## src/rtl/riscv_if.sv

```systemverilog
// Instruction fetch stage: issues sequential fetches, buffers responses, presents instruction/pc to decode.
// Latency: request accepted in cycle N -> response N+1 (fastest memory) -> valid in cycle N+2.
// Backpressure: a request is issued only while outstanding + buffered < DEPTH, so a response always has a slot.

// Small circular buffer with a synchronous flush; head is read straight from the storage registers.
module riscv_if_fifo #(
    parameter int W     = 32,
    parameter int DEPTH = 2,
    localparam int AW   = (DEPTH > 1) ? $clog2(DEPTH) : 1,
    localparam int CW   = $clog2(DEPTH + 1)
) (
    input  logic          clk,
    input  logic          rst,
    input  logic          flush,
    input  logic          push,
    input  logic [W-1:0]  push_data,
    input  logic          pop,
    output logic [W-1:0]  head,
    output logic [CW-1:0] count
);
    logic [W-1:0]  mem [DEPTH];
    logic [AW-1:0] wr_ptr;
    logic [AW-1:0] rd_ptr;

    assign head = mem[rd_ptr];

    // Storage and pointers; flush discards everything and takes priority over push/pop.
    // DEPTH is a power of two, so the pointers wrap naturally.
    always_ff @(posedge clk or negedge rst) begin
        if (!rst) begin
            wr_ptr <= '0;
            rd_ptr <= '0;
            count  <= '0;
            for (int i = 0; i < DEPTH; i++) begin
                mem[i] <= '0;
            end
        end else if (flush) begin
            wr_ptr <= '0;
            rd_ptr <= '0;
            count  <= '0;
        end else begin
            if (push) begin
                mem[wr_ptr] <= push_data;
                wr_ptr      <= wr_ptr + AW'(1);
            end
            if (pop) begin
                rd_ptr <= rd_ptr + AW'(1);
            end
            count <= count + CW'(push) - CW'(pop);
        end
    end
endmodule

module riscv_if #(
    parameter int              XLEN     = 32,
    parameter logic [XLEN-1:0] RESET_PC = '0,
    parameter int              DEPTH    = 2
) (
    input  logic            clk,
    input  logic            rst,
    output logic            mem_req_valid,
    input  logic            mem_req_ready,
    output logic [XLEN-1:0] mem_req_addr,
    input  logic            mem_resp_valid,
    input  logic [XLEN-1:0] mem_resp_data,
    input  logic            redirect,
    input  logic [XLEN-1:0] redirect_pc,
    output logic [XLEN-1:0] instruction,
    output logic [XLEN-1:0] pc,
    output logic            valid,
    input  logic            ready,
    output logic            exception
);
    localparam int CW = $clog2(DEPTH + 1);

    logic [XLEN-1:0]   fetch_pc;
    logic [CW-1:0]     outstanding;
    logic [CW-1:0]     buf_count;
    logic [CW-1:0]     discard;
    logic [CW:0]       credit_used;
    logic [XLEN-1:0]   tag_head;
    logic [2*XLEN-1:0] buf_head;
    logic              accept;
    logic              resp_pop;
    logic              resp_keep;
    logic              out_pop;

    // Every slot is either in flight or sitting in the buffer; pops are not credited
    // in the same cycle, which keeps the issue decision off the decode ready path.
    assign credit_used   = {1'b0, outstanding} + {1'b0, buf_count};
    assign mem_req_valid = rst && !redirect && !exception && (credit_used < (CW+1)'(DEPTH));
    assign mem_req_addr  = fetch_pc;
    assign accept        = mem_req_valid && mem_req_ready;

    // A response with nothing outstanding is a protocol error; it is ignored rather
    // than allowed to underflow the tag queue.
    assign resp_pop  = mem_resp_valid && (outstanding != '0);
    assign resp_keep = resp_pop && !redirect && (discard == '0);

    assign valid                = (buf_count != '0);
    assign out_pop              = valid && ready;
    assign {pc, instruction}    = buf_head;

    // Address tags of in-flight requests; its occupancy is the outstanding count.
    // Tags are never flushed, since discarded responses still pop their tag.
    riscv_if_fifo #(.W(XLEN), .DEPTH(DEPTH)) u_tag_fifo (
        .clk       (clk),
        .rst       (rst),
        .flush     (1'b0),
        .push      (accept),
        .push_data (fetch_pc),
        .pop       (resp_pop),
        .head      (tag_head),
        .count     (outstanding)
    );

    // Fetch buffer of {pc, instruction}; a redirect flushes it and overrides any pop.
    riscv_if_fifo #(.W(2*XLEN), .DEPTH(DEPTH)) u_buf_fifo (
        .clk       (clk),
        .rst       (rst),
        .flush     (redirect),
        .push      (resp_keep),
        .push_data ({tag_head, mem_resp_data}),
        .pop       (out_pop),
        .head      (buf_head),
        .count     (buf_count)
    );

    // Fetch address: reload on redirect, otherwise advance by one word per accepted request.
    always_ff @(posedge clk or negedge rst) begin
        if (!rst) begin
            fetch_pc <= RESET_PC;
        end else if (redirect) begin
            fetch_pc <= redirect_pc;
        end else if (accept) begin
            fetch_pc <= fetch_pc + XLEN'(4);
        end
    end

    // Responses still owed to the stale path; a response arriving with the redirect is already dropped.
    always_ff @(posedge clk or negedge rst) begin
        if (!rst) begin
            discard <= '0;
        end else if (redirect) begin
            discard <= outstanding - CW'(resp_pop);
        end else if (resp_pop && (discard != '0)) begin
            discard <= discard - CW'(1);
        end
    end

    // Sticky misaligned-target flag; it halts further fetching until reset.
    always_ff @(posedge clk or negedge rst) begin
        if (!rst) begin
            exception <= 1'b0;
        end else if (redirect && (redirect_pc[1:0] != 2'b00)) begin
            exception <= 1'b1;
        end
    end
endmodule

```

## config.mk

```make
export PLATFORM = sky130hd
export DESIGN_NAME = riscv_if
export DESIGN_NICKNAME = d
export VERILOG_FILES = /design/src/rtl/riscv_if.sv
export SDC_FILE = /design/constraint.sdc
export NUM_CORES = 1
export LEC_CHECK = 0
export ABC_AREA = 0
export CAP_MARGIN = 20
export CORE_UTILIZATION = 30
export CTS_CLUSTER_SIZE = 12
export DETAILED_ROUTE_END_ITERATION = 6
export HOLD_SLACK_MARGIN = 0.02
export PLACE_DENSITY = 0.52
export SETUP_SLACK_MARGIN = 0.4
export SYNTH_ARGS = -nofsm -noshare
export SYNTH_HDL_FRONTEND = slang
export SYNTH_SLANG_ARGS = --single-unit
```

## constraint.sdc

```tcl
create_clock -name clk -period 2.8 [get_ports clk]
set_input_delay 0.84 -clock clk [delete_from_list [all_inputs] [get_ports clk]]
set_output_delay 0.84 -clock clk [all_outputs]
set_load 0.02 [all_outputs]
```

# Word level (Yosys, flattened, before mapping)
# Cells that the tools add are included.
dict set report word_totals {
  regBits 235
  input_bits 70
  out_inout_bits 99
  word_cells 82
}
dict set report op_classes {
  n_addsub 12
  n_lt_le_gt_ge 7
  n_mux 21
  bitwise_logic 5
  n_reduce_logical 24
}
# cell count
set ops {}
lappend ops {{$mux 64} 4}
lappend ops {{$mux 32} 6}
lappend ops {{$bwmux 128} 1}
lappend ops {{$bwmux 64} 1}
lappend ops {{$demux 64 s1} 1}
lappend ops {{$add 32x3->32 const B} 1}
lappend ops {{$demux 32 s1} 1}
lappend ops {{$reduce_bool 2->1} 8}
lappend ops {{$logic_and 1x1->1} 12}
lappend ops {{$ge 2x2->1 const B} 4}
lappend ops {{$not 1->2} 4}
lappend ops {{$mux 2} 3}
lappend ops {{$sub 2x1->2} 3}
lappend ops {{$add 1x1->1 const B} 4}
lappend ops {{$add 2x1->2} 2}
lappend ops {{$lt 2x1->1 const B} 2}
lappend ops {{$mux 1} 4}
lappend ops {{$add 2x2->3} 1}
lappend ops {{$lt 3x2->1 const B} 1}
lappend ops {{$logic_not 1->1} 2}
lappend ops {{$logic_not 2->1} 1}
lappend ops {{$reduce_and 2->1} 1}
lappend ops {{$sub 2x1->2 const B} 1}
lappend ops {{$not 1->1} 1}

# Longest topological paths before layout
dict set report depth {
  word_depth 7
  depth_mapped 10
  depth_no_buf 9
}

# Cells and area by module
# From an unflattened synthesis, not the netlist that was laid out.
dict set report hier_totals {
  hier_cells 789
  hier_area_um2 11212.0
}
# mod n_inst cells_per_inst area_each_um2 seq_area_each_um2
set modules_own_cells {}
lappend modules_own_cells {{riscv_if_fifo at u_buf_fifo} 1 358 6048.3 3303.2}
lappend modules_own_cells {{riscv_if_fifo at u_tag_fifo} 1 187 2999.1 1701.6}
lappend modules_own_cells {riscv_if 1 244 2164.6 875.8}

# Worst setup path after synthesis
# OpenSTA, ideal clock, no wires.
dict set report synth_path {
  path_type {in2out}
  start {input port redirect}
  end {output port mem_req_valid}
  t_arrival_ps 1684
  required_time_ps 1960
  slack_ps 276
  path_stages 3
  n_path_buf 1
  path_cell_list {buf_2 > nor4b_2 > nor2b_1}
}
dict set report synth_via {
  elab_chain_len 4
}
# element line
set synth_lines {}
lappend synth_lines {{start: declaration} 66} ;# input logic redirect,
lappend synth_lines {{$logic_not 1->1} 91} ;# assign mem_req_valid = rst && !redirect && !exception && (credit_used < (CW+1)'(DEPTH));
lappend synth_lines {{$logic_and 1x1->1 (3 in a row)} 91}
lappend synth_lines {{end: declaration} 61} ;# output logic mem_req_valid,
# No other way between the ends.

# Worst setup path after layout
dict set report layout_path {
  start {register u_tag_fifo.count[0]}
  end {output port mem_req_valid}
}
dict set report layout_via {
  elab_chain_len 3
}
# element line
set layout_lines {}
lappend layout_lines {{start: declaration} 19} ;# output logic [CW-1:0] count
lappend layout_lines {{start signal: assignment} 49} ;# count <= count + CW'(push) - CW'(pop);
lappend layout_lines {{$add 2x2->3} 90} ;# assign credit_used = {1'b0, outstanding} + {1'b0, buf_count};
lappend layout_lines {{$lt 3x2->1} 91}
lappend layout_lines {{$logic_and 1x1->1} 91}
# No other way between the ends.

==> run metrics <==
most common cell after layout, fill and taps aside=dfrtp_1; Max Fclk=0.345 GHz; number of synthesized register bits=235; Worst Path Buf+Inv=2; Synth Area per Inst=12.4 um2; R2R depth=11; fin nets=1167; CTS buffer count=27; Pint=9.45 mW; HPWL Detailed=17200 um; Yosys warnings=0; pin count of the biggest net entering global routing=168; Initial Utilization=0.305; Critical Path AT=2.06 ns; Critical Path RT=1.96 ns; Skew-Pair Late Insertion Delay=0.54 ns; dpl cell area=13000 um2; layout cells sized above 1=0.399; Setup violations, final=23; # fillers=3247; Seq pwr share=0.335; Synth Cell Area=10500 um2; Clk pwr share=0.243; global route overflow=0; die height=189 um; Synth cell types=52; Die W=189 um; Max Buffers Root-to-Sink=3; most frequent cells in the layout=223 x dfrtp_1, 106 x mux2_2, 92 x buf_6; Num Clock Sinks=235; CTS clk-pin slew, worst paths=0.06 ns; DRC viols=0; PnR worst setup slack=-0.0978 ns; count of pins over their slew limit=0; CTS tree=built; Ports=169; Area growth syn-to-layout=44.7%; die area=35800 um2; slowest CP cell=fa_1; via count=7381; HP Class=in -> async; H-tree depth=1; Worst Clk Skew=0.0206 ns; final hold violations=0; DRT Pass-1 Iters=4; Comb pwr share=0.422; Post-synth EDFFs=0; Placement Setup Slack=-0.0602 ns; Critical Path Source Type=flip-flop; initial antenna violation count=0; minimum clock period=2.90 ns; PwrDens=909 nW/um2; status=finished, violations left; remaining antenna violation count after routing=0; max cap viols=0; # diodes=0; Inst Count DP=1455; Slew @ Worst Pin=0.951 ns; row count=68; Core ar.=34500 um2; initial drt markers=292; syn_nets=926; Psw=4.40 mW; vias in the first global route=7313; Tcrit/Tclk final=1.03; first-pass GRT wire length=42900 um; DR WL/cell=17.9 um; post-route setup TNS=-0.512 ns; hold slack=0.423 ns; worst-path cell chain=inv_2 -> nor2_2 -> fa_1 -> nor4b_4 -> nor2b_4 -> buf_6; Root Buffer=clkbuf_16; Switching Share=0.318; Avg Vias per Cell=4.73; Syn Inst Count=848; FFs w/ async S/R, synth=1.00; Top delay family on crit path=adder cells; RSZ-0062 raised after global routing=true; Static Leakage=7.10 nW; failing checks=setup timing; final core occ=0.441; GP Congestion=0.743; hold_buf cts=0; number of cells on the critical path=6; Slew Limit Headroom=0.366; CP Capture Type=primary output; GRT Overall Usage=0.151; Worst Path Max Fanout=2; Post-Route WL=28000 um; dominant synthesized flop cell=dfrtp_1; max incr delay on CP=0.49 ns; kind of critical path=reg -> out; sequential fraction of the synthesis area=0.559; Design Power=13.8 mW; post-route cell area=15200 um2; peak supply drop=0.444 mV; final std cells w/o fill=1562; Port Buffer Count=168
## power by group through the flow
| stage | clock network (mW) | logic [mW] | registers, mW |
|---|---|---|---|
| 2_1_floorplan | 0 | 2.80 | 4.56 |
| 3_3_place_gp | 0 | 4.81 | 4.66 |
| 3_5_place_dp | 0 | 4.83 | 4.68 |
| 4_1_cts | 3.49 | 5.08 | 4.64 |
| 5_1_grt | 3.63 | 6.22 | 4.75 |
| 6_report | 3.36 | 5.84 | 4.64 |
## state kept, by name, indices dropped and copies added, names as in the netlist, 2 cells and up
register / cells
discard: 2
u_tag_fifo.count: 2
u_buf_fifo.mem: 128
u_buf_fifo.count: 2
mem_req_addr: 32
u_tag_fifo.mem: 64
## worst register-to-register path, stage by stage (launching register included)
cell	delay, ns
dfrtp_1	0.39
inv_2	0.07
nor2_2	0.04
fa_1	0.49
nor4b_4	0.25
buf_4	0.18
nand2_8	0.07
buf_12	0.17
clkinv_8	0.08
nand2_8	0.08
clkbuf_16	0.21
mux2_4	0.30
## cell families after synthesis
logic type,synth area share
muxes,0.240
DFF,0.559
and+or+nand+nor,0.0834
adders and majority gates,0.0102
buffers and inverters,0.0256
AOI/OAI and AO/OA,0.0680
xor gates and xnor gates,0.0141
## layer usage
layer  share of wire  global-route usage  vias to the layer above
met5               0                   0                        -
met4           0.011              0.0288                        0
met3           0.055              0.0295                       28
met2            0.45               0.231                      194
met1            0.48               0.221                     3644
li1                -                   -                     3515
## synth_stat cells, drive strengths merged, types with 5 or more instances
cell    count  area [um2]
a21oi      37         185
a221o       6        61.3
and2        6        37.5
and3        5        32.5
buf        27         145
clkbuf     23        86.3
dfrtp     235        5880
ha          7        87.6
inv        10        37.5
mux2      195        2200
mux2i      33         330
nand2      69         264
nand3      17         103
nand4      10        62.6
nor2       50         188
o211ai     10        75.1
o21ai      51         259
o311ai      5        43.8
xnor2       9        78.8
xor2        8        70.1
## worst paths after layout
path                                                      from                        endpoint  slack, ns
max in group asynchronous                                  rst  u_buf_fifo.mem[76]$_DFFE_PN0P_       0.81
worst max register to register   u_tag_fifo.count[0]$_DFF_PN0_  u_tag_fifo.mem[11]$_DFFE_PN0P_       0.37
min in group clk                u_buf_fifo.mem[51]$_DFFE_PN0P_  u_buf_fifo.mem[51]$_DFFE_PN0P_       0.47
worst min register to register  u_buf_fifo.mem[51]$_DFFE_PN0P_  u_buf_fifo.mem[51]$_DFFE_PN0P_       0.47
worst max-delay path             u_tag_fifo.count[0]$_DFF_PN0_                   mem_req_valid       -0.1
worst min-delay path                                       rst     mem_req_addr[3]$_DFFE_PN0P_       0.42
## final cells by class
cell class | instances | area [um2] | share of cell area
sequential | 235 | 5900 | 0.387
multi-input combinational | 553 | 4840 | 0.318
timing repair buffer | 261 | 3000 | 0.197
clock buffer | 41 | 818 | 0.0537
tap | 455 | 569 | 0.0374
inverter | 10 | 50.0 | 0.00329
clock inverter | 6 | 36.3 | 0.00238
timing repair inverter | 1 | 16.3 | 0.00107
## what timing repair did
action,CTS,global route
pin swaps,2,15
gates resized for setup,363,269
setup buffers,32,14
endpoints found under the setup margin,180,159
cloned,6,8
(Power assumes the default switching activity.)
==> RTL edit 1, RTL diff (same settings) <==
`XLEN`: 32 -> 16.
--- a/src/rtl/riscv_if.sv
+++ b/src/rtl/riscv_if.sv
@@ -54,3 +54,3 @@
 module riscv_if #(
-    parameter int              XLEN     = 32,
+    parameter int              XLEN     = 16,
     parameter logic [XLEN-1:0] RESET_PC = '0,
Ports: changed (5 resized); port bits go from 169 to 89. No check against the original RTL was run, so the function may have changed too.
==> RTL edit 1 against the unedited design <==
Routed wire length shrank 50%; total power fell by 48%; sequential cell count down 112; core utilization shrank 0.26 points; register-to-register slack improved by 100 ps; combinational power decreased by 57%; design area shrank 46%; synthesized cell count decreased by 51%; final cell count fell by 49%; setup slack better by 92 ps; count of clock-buffer cells in the layout is 21 lower; the flow still finishes with violations (setup timing); area after synthesis fell by 46%.
==> RTL edit 1: results (changes against the unedited design) <==
status:
  outcome: "complete, but fails checks"
  violations: "setup timing"
power_and_ir_drop:
  p_comb_share_pct: 35.5  # -6.7 points
  irDropWorstVdd_mv: 0.451  # +1.6%
  switchingPower_mw: 2.06  # -53%
  p_seq_mw: 2.32  # -50%
  p_seq_share_pct: 32.5  # -1.0 points
  p_leak_nw: 3.96  # -44%
critical_path:
  r2r_slack_ps: 470  # +100 ps
  worstPathArrival_ps: 1970  # -90 ps
yosys:
  syn_inst: 412  # -51%
  synth_xor_area_share_pct: 1.37  # -0.040 points
  synth_nets: 457  # -51%
  synth.area.mux_share_pct: 30.4  # +6.4 points
  synth_cell_type_count: 46  # -12%
  yosysSeqAreaShare_pct: 53.7  # -2.2 points
  synthAdderAreaFrac_pct: 1.66  # +0.64 points
  synthTopCellsByCount: "mux2_2, dfrtp_1, nand2_1"
  synth_compound_area_share_pct: 3.12  # -3.7 points
clocking:
  cts_buffer_depth: 2  # -1
  clk_latency_ps: 410  # -130 ps
  cts_inserted_buffers: 17  # -37%
  cts_max_level: 4  # +3
timing:
  hold_ws_ps: 490  # +66.7 ps
  fin_skew_ps: 11.3  # -9.29 ps
  finalWorstSetupSlack_ps: -6.28  # +91.5 ps
  finalSetupViolCount: 1  # -96%
  finalSetupTns_ps: -6.28  # +505 ps
finish:
  seq_area_share_pct: 37.6  # -1.2 points
  clock_area_share_pct: 7.54  # +1.9 points
  seq_cell_count: 123  # -48%
  multi_input_cells: 256  # -54%
  fin_nets: 589  # -50%
  buffers: 135  # -48%
  nClkBuffers: 20  # -51%
  largest_reg_flops: 64  # -50%
  layout.nonclk_buf_share_pct: 18.5  # -1.2 points
  fill_cells: 1716  # -47%
placed_design:
  port_buffers: 88  # -48%
  gp_congestion: 0.741  # -0.22%
  hpwl_microns: 8950  # -48%
  dp.cells: 737  # -49%
worst_hold_path:
  hp-class: "reg -> reg"
route:
  wl_per_cell_microns: 17.8  # -0.81%
  viasPerCell: 4.76  # +0.78%
  routed_wirelength_microns: 14100  # -50%
global_routing:
  grt_use_total_pct: 15.4  # +0.26 points
  grt_max_degree: 81  # -52%
  antenna_found_initial: 0  # unchanged
  grt_pass1_vias: 4076  # -44%
  grt_pass1_wl_microns: 22900  # -47%
[RTL edit 1: final timing paths]
path,from,endpoint,cells past startpoint
worst min register to register,u_buf_fifo.mem[40],u_buf_fifo.mem[40],1
worst max-delay path,u_buf_fifo.count[0],mem_req_valid,6
worst min-delay path,u_buf_fifo.mem[40],u_buf_fifo.mem[40],1
worst max register to register,u_buf_fifo.count[0],mem_req_addr[14],8
max in group asynchronous,rst,mem_req_addr[9],4
min in group asynchronous,rst,u_buf_fifo.mem[48],2
[RTL edit 1: logic make-up (layout without fill, tap and decap cells)]
| family | count (synthesis) | after routing |
|---|---|---|
| flops | 123 | 123 |
| xor+xnor | 9 | 9 |
| compound gates | 25 | 25 |
| buf+inv | 33 | 178 |
| mux | 152 | 152 |
| fa+ha+maj | 7 | 7 |
| simple gates | 63 | 63 |
[RTL edit 1: worst max-delay path: cells and delay by family (launching register included)]
family / cells / cell delay [ps]
fa+ha+maj: 1 / 500
flops: 1 / 390
simple gates: 3 / 490
buf+inv: 2 / 190
[RTL edit 1: repair_timing]
| item | 4_1_cts | 5_1_grt |
|---|---|---|
| endpoints found under the setup margin | 102 | 73 |
| gates cloned | 4 | 0 |
| pin swaps | 1 | 1 |
| setup buffers | 11 | 6 |
| hold endpoints to repair | 0 | 0 |
| resized for setup | 242 | 35 |
| hold buffers | 0 | 0 |
[RTL edit 1: layer usage]
layer	vias up	GRT usage [%]	part of all wire, %
met2	84	25.8	50
met1	1927	19.6	46
li1	1749	-	-
met4	0	3.82	0.53
met3	7	4.14	4.3
met5	-	0	0
[RTL edit 1: through the flow]
stage / cell area (sq um) / worst slack, ps
5_1_grt: 8200 / -88.2
6_report: 8200 / -6.28
3_5_place_dp: 7040 / -460
4_1_cts: 8010 / -51.0
2_1_floorplan: 5740 / 342
3_3_place_gp: 7040 / -426
==> RTL edit 2, RTL diff (config.mk and constraints unchanged) <==
Made on the original files. Make the reset (`rst`) synchronous in 4 clocked blocks.
--- a/src/rtl/riscv_if.sv
+++ b/src/rtl/riscv_if.sv
@@ -28,3 +28,3 @@
     // DEPTH is a power of two, so the pointers wrap naturally.
-    always_ff @(posedge clk or negedge rst) begin
+    always_ff @(posedge clk) begin
         if (!rst) begin
@@ -129,3 +129,3 @@
     // Fetch address: reload on redirect, otherwise advance by one word per accepted request.
-    always_ff @(posedge clk or negedge rst) begin
+    always_ff @(posedge clk) begin
         if (!rst) begin
@@ -140,3 +140,3 @@
     // Responses still owed to the stale path; a response arriving with the redirect is already dropped.
-    always_ff @(posedge clk or negedge rst) begin
+    always_ff @(posedge clk) begin
         if (!rst) begin
@@ -151,3 +151,3 @@
     // Sticky misaligned-target flag; it halts further fetching until reset.
-    always_ff @(posedge clk or negedge rst) begin
+    always_ff @(posedge clk) begin
         if (!rst) begin
Function: differs if rst is asserted again (counterexample within 4 cycles, from zero or initial values and one cycle with rst low); with rst held inactive, the same outputs for 4 cycles.
==> RTL edit 2 against the unedited design <==
Design area down 2.0%; routed wire length down 5.3%; setup slack better by 150 ps; clock skew down 5.1 ps; non-clock buffer count down 16; critical path type unchanged; area after synthesis up 0.19%; sequential cell count up 2; highest routed layer unchanged; die area up 0.19%; synthesized cell count down 2.0%; worst hold slack better by 86 ps; via count down 4.5%.
Power is not compared: it rests on default switching activity, and its combinational part moved more than twofold at a synthesized area within 25%.
==> RTL edit 2: results (changes against the unedited design) <==
finish:
  clock_area_share_pct: 5.70  # +0.090 points
  drive_gt1_share_pct: 26.8  # -13 points
  layout.nonclk_buf_share_pct: 19.2  # -0.51 points
  multi_input_area_sq_um: 3890  # -20%
  inv_count: 16  # +5
  fill_cells: 3262  # +0.46%
  nClkBuffers: 38  # -7.3%
  multi_input_cells: 523  # -5.4%
  fin_nets: 1127  # -3.4%
yosys:
  synth.area.mux_share_pct: 10.4  # -14 points
  synthFlopType: "edfxtp_1"
  yosysSeqAreaShare_pct: 63.2  # +7.3 points
  synth_compound_area_share_pct: 4.73  # -2.1 points
  ys_ff_latch: 237  # +0.85%
  synth-edff-count: 192  # +192
timing:
  hold_ws_ps: 509  # +85.8 ps
  finalWorstSetupSlack_ps: 56.9  # +155 ps
  relSlewSlack_pct: 49.3  # +13 points
global_routing:
  grt_pass1_wl_microns: 41000  # -4.6%
  grt_pass1_vias: 7058  # -3.5%
route:
  viasPerCell: 4.62  # -2.2%
critical_path:
  r2r_cells: 10  # -1
  r2r-start: "u_buf_fifo.count[0]"
placed_design:
  gp_congestion: 0.760  # +2.2%
worst_hold_path:
  hp-class: "reg -> reg"
status:
  outcome: "finished clean"
==> RTL edit 2: stage by stage <==
step / cells / cell area [sq um]
final: 1526 / 14900
after CTS: 1520 / 14800
after detailed placement: 1435 / 13000
after global routing: 1526 / 14900
after global placement: 1435 / 13000
after floorplan: 831 / 10600
==> RTL edit 2: repair_timing <==
action	4_1_cts	5_1_grt
endpoints found under the setup margin	99	104
setup buffers	26	6
pin swaps	4	4
cloned	9	0
gates resized for setup	532	15
==> RTL edit 2: tightest hold or removal path, cell delays in order (launching register included) <==
cell and delay (ps):
dfxtp_1 350, inv_1 60, a21oi_1 50
==> RTL edit 2: per-layer routing <==
layer	up-vias	part of all wire (%)	GRT usage [%]
li1	3448	-	-
met1	3386	45	19.6
met2	187	48	24.7
met3	28	5.8	3.00
met4	0	1.2	2.88
met5	-	0	0
==> RTL edit 2: where the power goes <==
part,internal (mW),total [mW],switching [mW]
sequential,4.07,4.23,0.157
combinational,0.779,1.61,0.831
clock,1.99,3.38,1.39
